File: src/rtl/seg7_scan_display.sv
// seg7_scan_display: latches a 16-bit hex word and scans it across a 4-digit active-low
// seven-segment display with a one-cycle guard blank per digit. Define SEG7_LZB_EN for leading-zero blanking.
module seg7_scan_display #(
    parameter int SCAN_DIV = 100000,
    parameter int CNT_W    = 17
) (
    input  logic        clk,
    input  logic        rst_n,
    input  logic        load,
    input  logic [15:0] data_in,
    input  logic [3:0]  dp_in,
    input  logic [3:0]  blank_in,
    output logic [3:0]  AN,
    output logic [7:0]  SEGMENT,
    output logic        frame_done
);

    localparam logic [CNT_W-1:0] CNT_LAST = CNT_W'(SCAN_DIV - 1);

    logic [CNT_W-1:0] cnt;
    logic [1:0]       sel;
    logic             tick;

    logic [15:0] data_q;
    logic [3:0]  dp_q;
    logic [3:0]  blank_q;

    logic [3:0]  nib;
    logic [3:0]  lz_mask;
    logic [3:0]  an_p0;
    logic [7:0]  seg_p0;
    logic        frame_done_p0;

    logic [3:0]  an_p1;
    logic [7:0]  seg_p1;
    logic        frame_done_p1;

    // Hex digit to {g,f,e,d,c,b,a}, active-low.
    function automatic logic [6:0] enc(input logic [3:0] v);
        logic [6:0] s;
        case (v)
            4'h0: s = 7'h40;
            4'h1: s = 7'h79;
            4'h2: s = 7'h24;
            4'h3: s = 7'h30;
            4'h4: s = 7'h19;
            4'h5: s = 7'h12;
            4'h6: s = 7'h02;
            4'h7: s = 7'h78;
            4'h8: s = 7'h00;
            4'h9: s = 7'h10;
            4'hA: s = 7'h08;
            4'hB: s = 7'h03;
            4'hC: s = 7'h46;
            4'hD: s = 7'h21;
            4'hE: s = 7'h06;
            4'hF: s = 7'h0E;
        endcase
        return s;
    endfunction

    assign tick = (cnt == CNT_LAST);
    assign nib  = data_q[{sel, 2'b00} +: 4];

`ifdef SEG7_LZB_EN
    logic z3, z2, z1;
    assign z3      = (data_q[15:12] == 4'h0);
    assign z2      = (data_q[11:8]  == 4'h0);
    assign z1      = (data_q[7:4]   == 4'h0);
    assign lz_mask = {z3, z3 & z2, z3 & z2 & z1, 1'b0};
`else
    assign lz_mask = 4'b0000;
`endif

    // Stage p0: next output pattern from the current slot; the tick cycle is forced dark.
    always_comb begin
        an_p0         = 4'hF;
        seg_p0        = 8'hFF;
        frame_done_p0 = tick && (sel == 2'd3);
        if (!tick && !blank_q[sel]) begin
            an_p0 = ~(4'b0001 << sel);
            if (lz_mask[sel]) begin
                seg_p0 = {~dp_q[sel], 7'h7F};
            end else begin
                seg_p0 = {~dp_q[sel], enc(nib)};
            end
        end
    end

    // Stage p1: prescaler, digit select, latch and registered outputs.
    always_ff @(posedge clk) begin
        if (!rst_n) begin
            cnt           <= '0;
            sel           <= 2'd0;
            data_q        <= 16'h0000;
            dp_q          <= 4'h0;
            blank_q       <= 4'h0;
            an_p1         <= 4'hF;
            seg_p1        <= 8'hFF;
            frame_done_p1 <= 1'b0;
        end else begin
            cnt           <= tick ? '0 : cnt + CNT_W'(1);
            if (tick) begin
                sel <= sel + 2'd1;
            end
            if (load) begin
                data_q  <= data_in;
                dp_q    <= dp_in;
                blank_q <= blank_in;
            end
            an_p1         <= an_p0;
            seg_p1        <= seg_p0;
            frame_done_p1 <= frame_done_p0;
        end
    end

    assign AN         = an_p1;
    assign SEGMENT    = seg_p1;
    assign frame_done = frame_done_p1;

endmodule

File: config.mk
export PLATFORM = sky130hd
export DESIGN_NAME = seg7_scan_display
export DESIGN_NICKNAME = d
export VERILOG_FILES = /design/src/rtl/seg7_scan_display.sv
export SDC_FILE = /design/constraint.sdc
export NUM_CORES = 1
export LEC_CHECK = 0
export BUFFER_PORTS_ARGS = -buffer_cell sky130_fd_sc_hd__buf_4
export CORE_MARGIN = 8
export CORE_UTILIZATION = 35
export CTS_CLUSTER_DIAMETER = 30
export DETAILED_ROUTE_END_ITERATION = 6
export HOLD_SLACK_MARGIN = 0.15
export PLACE_DENSITY = 0.64
export SYNTH_ARGS = -nofsm -noshare
export SYNTH_HDL_FRONTEND = slang
export SYNTH_SLANG_ARGS = --single-unit
File: constraint.sdc
create_clock -name clk -period 2.7 [get_ports clk]
set_clock_uncertainty 0.1 [all_clocks]
set_input_delay 0.405 -clock clk [delete_from_list [all_inputs] [get_ports clk]]
set_output_delay 0.405 -clock clk [all_outputs]
set_load 0.01 [all_outputs]
== After elaboration in Yosys (flattened, before gate mapping) ==
Memory sizes are Yosys's and may differ from the RTL's. A register that Yosys moved wholly into a read port is not among the register bits.
Index checks and enable logic that the tools add are counted.
Cells by class
  add/sub/neg operators: 2
  magnitude comparators: 1
  eq/ne operators: 2
  shifts and indexed selects: 2
  multiplexer cells: 6
  bitwise gates (word level): 4
  reductions and logical operators: 7
Operators with widths (count)
  adder 17 x 1 -> 17 bit, second input constant: 1
  == test 17 bit, second input constant: 1
  variable part select 16 x 5 -> 4 bit: 1
  binary-select mux 1 bit (select 2 bit): 3
  inverter 4 bit: 1
  << shifter 1 x 2 -> 4 bit, first input constant: 1
  less-than comparator 2 x 3 -> 1 bit, second input constant: 1
  two-way mux 1 bit: 3
  inverter 1 bit: 3
  OR reduction 3 bit: 1
  adder 2 x 1 -> 2 bit, second input constant: 1
  == test 2 bit, second input constant: 1
  logical AND 1 bit: 2
  logical NOT 1 bit: 2
  AND reduction 2 bit: 1
  OR reduction 2 bit: 1
Storage, ports and cells
  register bits after elaboration: 49
  ROM bits: 112
  output and inout port bits: 13
  word-level logic and storage cells: 33
  memories: 1
Memories
  (no name shown): words 16, bits a word 7, rd ports 1, clocked after memory_dff 1, write ports 0, RTL line 41  | case (v)

== Logic depth before layout (Yosys ltp) ==
  depth in word-level cells: 6
  depth in mapped cells: 8

== Worst setup path before layout ==
OpenSTA, ideal clock, no wires.
  path type: register to register
  from: register sel[0]
  to: register seg_p1[0] (netlist: SEGMENT[0])
  library setup time: 0.116 ns
  arrival time: 1.819 ns
  data required time: 2.484 ns
  path slack: 0.665 ns
  cell stages (with the launch flop): 8
  clock period less this slack: 2.035 ns
  cell sequence: dfxtp_1 > buf_6 > mux4_2 > ha_1 > o31ai_1 > a21oi_1 > o22ai_1 > nand2_1
Between the ends
  word-level cells in the longest chain between the ends: 6
  elaborated cells on any way between the ends: 9
  those cells by class: shift: 1; mux: 4; bitwise: 1; reduce/logical: 3
Ends and longest elaborated chain
  from (decl): RTL line 21  | logic [1:0] sel;
  from (signal assigned): RTL line 104  | sel <= sel + 2'd1;
  binary-select mux 1 bit (select 2 bit): RTL line 80  | if (!tick && !blank_q[sel]) begin
  two-way mux 1 bit (implied by the code): RTL line 80
  logical NOT 1 bit: RTL line 80
  logical AND 1 bit: RTL line 80
  inverter 1 bit (no line)
  OR reduction 3 bit (no line)
  to (signal assigned): RTL line 112  | seg_p1 <= seg_p0;
  to (decl): RTL line 35  | logic [7:0] seg_p1;
Several ways; a longest one is shown, not always the timed one. The select of a mux whose other input is x is not followed.
A chain may end at the register's enable or synchronous reset.

== Worst setup path after layout ==
Same ends and word-level chain as after synthesis.

==> impl_metrics.env <==
export IMPL_synth_seq_area_share_pct=43.6
export IMPL_grt_pass1_wl_um=8440
export IMPL_cts_tree="built"
export IMPL_power_density_nw_per_um2=510
export IMPL_worstHoldPathType="in2reg"
export IMPL_clock_fmax_mhz=446
export IMPL_rsz0062_at_grt="no"
export IMPL_initial_core_util_pct=35.9
export IMPL_port_buffers=39
export IMPL_htree_levels=2
export IMPL_nets=318
export IMPL_irDropWorstVdd_uv=247
export IMPL_clk_latency_ps=310
export IMPL_path_cells="mux4_2 > ha_1 > o31ai_1 > a21oi_1 > o22ai_1 > nand2_1"
export IMPL_first_global_vias=1771
export IMPL_ant_nets=0
export IMPL_crit_slowest_cell="mux4_2"
export IMPL_synthCells=243
export IMPL_slowest_delay_ps=620
export IMPL_crit_type="reg2reg"
export IMPL_worst_slew_pin_slew_ps=402
export IMPL_antenna_found_initial=0
export IMPL_finalPower_mw=1.54
export IMPL_die_w_um=102
export IMPL_cts_made_buffers=5
export IMPL_syn_num_nets=281
export IMPL_required_ps=2820
export IMPL_worstPathArrival_ps=2360
export IMPL_netlist_top_cells_area="dfxtp_1, mux2i_1, nor2b_1"
export IMPL_worstSetupEndpointType="flop"
export IMPL_startpoint_type="flop"
export IMPL_fin_setup_tns_ps=0
export IMPL_cts_root_buf="clkbuf_8"
export IMPL_synth_top_area_share_pct=43.6
export IMPL_gr_total_overflow=0
export IMPL_path_max_fanout=8
export IMPL_syn_avg_cell_area_um2=10.6
export IMPL_gp_congestion=0.854
export IMPL_post_route_period_util_pct=83.1
export IMPL_ys_flop_type="dfxtp_1"
export IMPL_setup_viol=0
export IMPL_yosysWarnings=0
export IMPL_layout_drive_gt1_share_pct=23.5
export IMPL_cts_resized=0
export IMPL_ctsHoldBuffers=0
export IMPL_grt_max_degree=31
export IMPL_diodes=0
export IMPL_num_vias=1748
export IMPL_cts_setup_buffers=0
export IMPL_fin_crit_ps=2240
export IMPL_drv_cap=0
export IMPL_async_flop_share_pct=0
export IMPL_fp_coreArea_um2=7180
export IMPL_die_area_um2=10300
export IMPL_crit_family="multiplexers"
export IMPL_drtIter0Drc=35
export IMPL_slew_headroom_pct=73.2
export IMPL_path_clk_slew_ps=110
export IMPL_syn_area_um2=2570
export IMPL_cp_buffers_inverters=0
export IMPL_clkSinkCount=56
export IMPL_firstDrtPassIters=4
export IMPL_rows=31
export IMPL_slew_viol_final=0
export IMPL_wl_um=5000
export IMPL_num_io_pins=40
export IMPL_outcome="complete, no violations"
export IMPL_synth_seq_cells=56
export IMPL_route_detailed_drc=0
export IMPL_holdWs_ps=243
export IMPL_die_h_um=102
export IMPL_final_hold_viol_count=0
export IMPL_track_usage_pct=10.2
export IMPL_clk_path_buf_depth=2
export IMPL_synth_edf_count=0
export IMPL_hpwl_um=3670
export IMPL_wl_per_cell_um=13.2
export IMPL_fin_util_pct=42.1
export IMPL_via_per_inst=4.60
export IMPL_area_growth_pct=17.5
export IMPL_synth_cell_types=36
export IMPL_p_leak_nw=1.26
export IMPL_synth_area_leader_cell="dfxtp_1"
kinds of logic (layout without fill, tap and decap cells):
logic type / count (synthesis) / in the layout / synth area share [%]
compound gates: 15 / 15 / 4.04
xor+xnor: 16 / 16 / 5.45
fa+ha+maj: 11 / 11 / 5.35
buf+inv: 18 / 56 / 4.38
flops: 56 / 56 / 43.6
mux: 40 / 40 / 18.4
simple gates: 87 / 87 / 18.8
layout by cell type (no fill, tap or decap), drive strengths merged, types with 2 or more instances in the layout:
cell type	synthesis	final
nand4	2	2
xor2	10	10
mux4	5	5
mux2i	30	30
buf	9	43
nand3	10	10
and4	4	4
a21oi	2	2
and2	2	2
ha	11	11
clkbuf	4	5
o31ai	2	2
inv	5	6
xnor2	6	6
o21ai	3	3
nand2	13	13
nor2b	26	26
o221ai	2	2
nor2	19	19
and3	6	6
nor3	2	2
dfxtp	56	56
o311ai	2	2
mux2	5	5
registers in the layout (all words and copies together), names as in the netlist:
signal,flops
cnt,17
data_q,16
SEGMENT,8
AN,4
blank_q,4
dp_q,4
sel,2
frame_done,1
final timing paths:
kind                   start  cells past startpoint  slack [ps]         end
setup / recovery      sel[0]                      6         460  SEGMENT[0]
setup reg to reg      sel[0]                      6         460  SEGMENT[0]
hold / removal    data_in[5]                      3         240   data_q[5]
hold reg to reg       cnt[0]                      1         390      cnt[0]
power by group:
part | leakage [nW] | internal [mW] | switching, mW
Combinational | 0.753 | 0.0970 | 0.0829
Sequential | 0.460 | 0.863 | 0.0192
Clock | 0.0463 | 0.191 | 0.288
metal layers:
| layer | global-route usage, % | vias up | wire, um |
|---|---|---|---|
| li1 | - | 908 | - |
| met2 | 15.5 | 33 | 2150 |
| met1 | 13.0 | 801 | 2510 |
| met5 | 0 | - | 0 |
| met3 | 2.96 | 6 | 268 |
| met4 | 4.81 | 0 | 76 |
through the flow:
step / instances / area [um2] / setup slack (ps)
2_1_floorplan: 243 / 2570 / 665
5_1_grt: 380 / 3020 / 267
3_3_place_gp: 372 / 2930 / 548
6_report: 380 / 3020 / 456
4_1_cts: 380 / 3020 / 453
3_5_place_dp: 372 / 2930 / 482
Yosys cell counts (3+ instances only):
library cell,instances
inv_1,5
buf_2,3
mux2i_1,29
nand3_1,10
dfxtp_1,56
nor2b_1,26
nor2_1,19
buf_6,5
ha_1,11
clkbuf_1,4
xor2_1,10
mux2_2,5
and3_1,5
xnor2_1,6
nand2_1,13
mux4_2,5
and4_1,4
area by class of cell:
| type | count | area (um2) |
|---|---|---|
| clock buffer | 5 | 68.8 |
| clock inverter | 3 | 27.5 |
| fill | 727 | 4150 |
| inverter | 5 | 18.8 |
| multi-input combinational | 169 | 1340 |
| sequential | 56 | 1120 |
| tap | 99 | 124 |
| timing repair buffer | 43 | 323 |
worst reg2reg max path, delay by kind of cell, from the launching register on:
kind | cells | cell delay (ps)
AOI/OAI and AO/OA | 3 | 510
and+or+nand+nor | 1 | 70
adders and majority gates | 1 | 290
DFF | 1 | 560
muxes | 1 | 620
(Power assumes the default switching activity.)
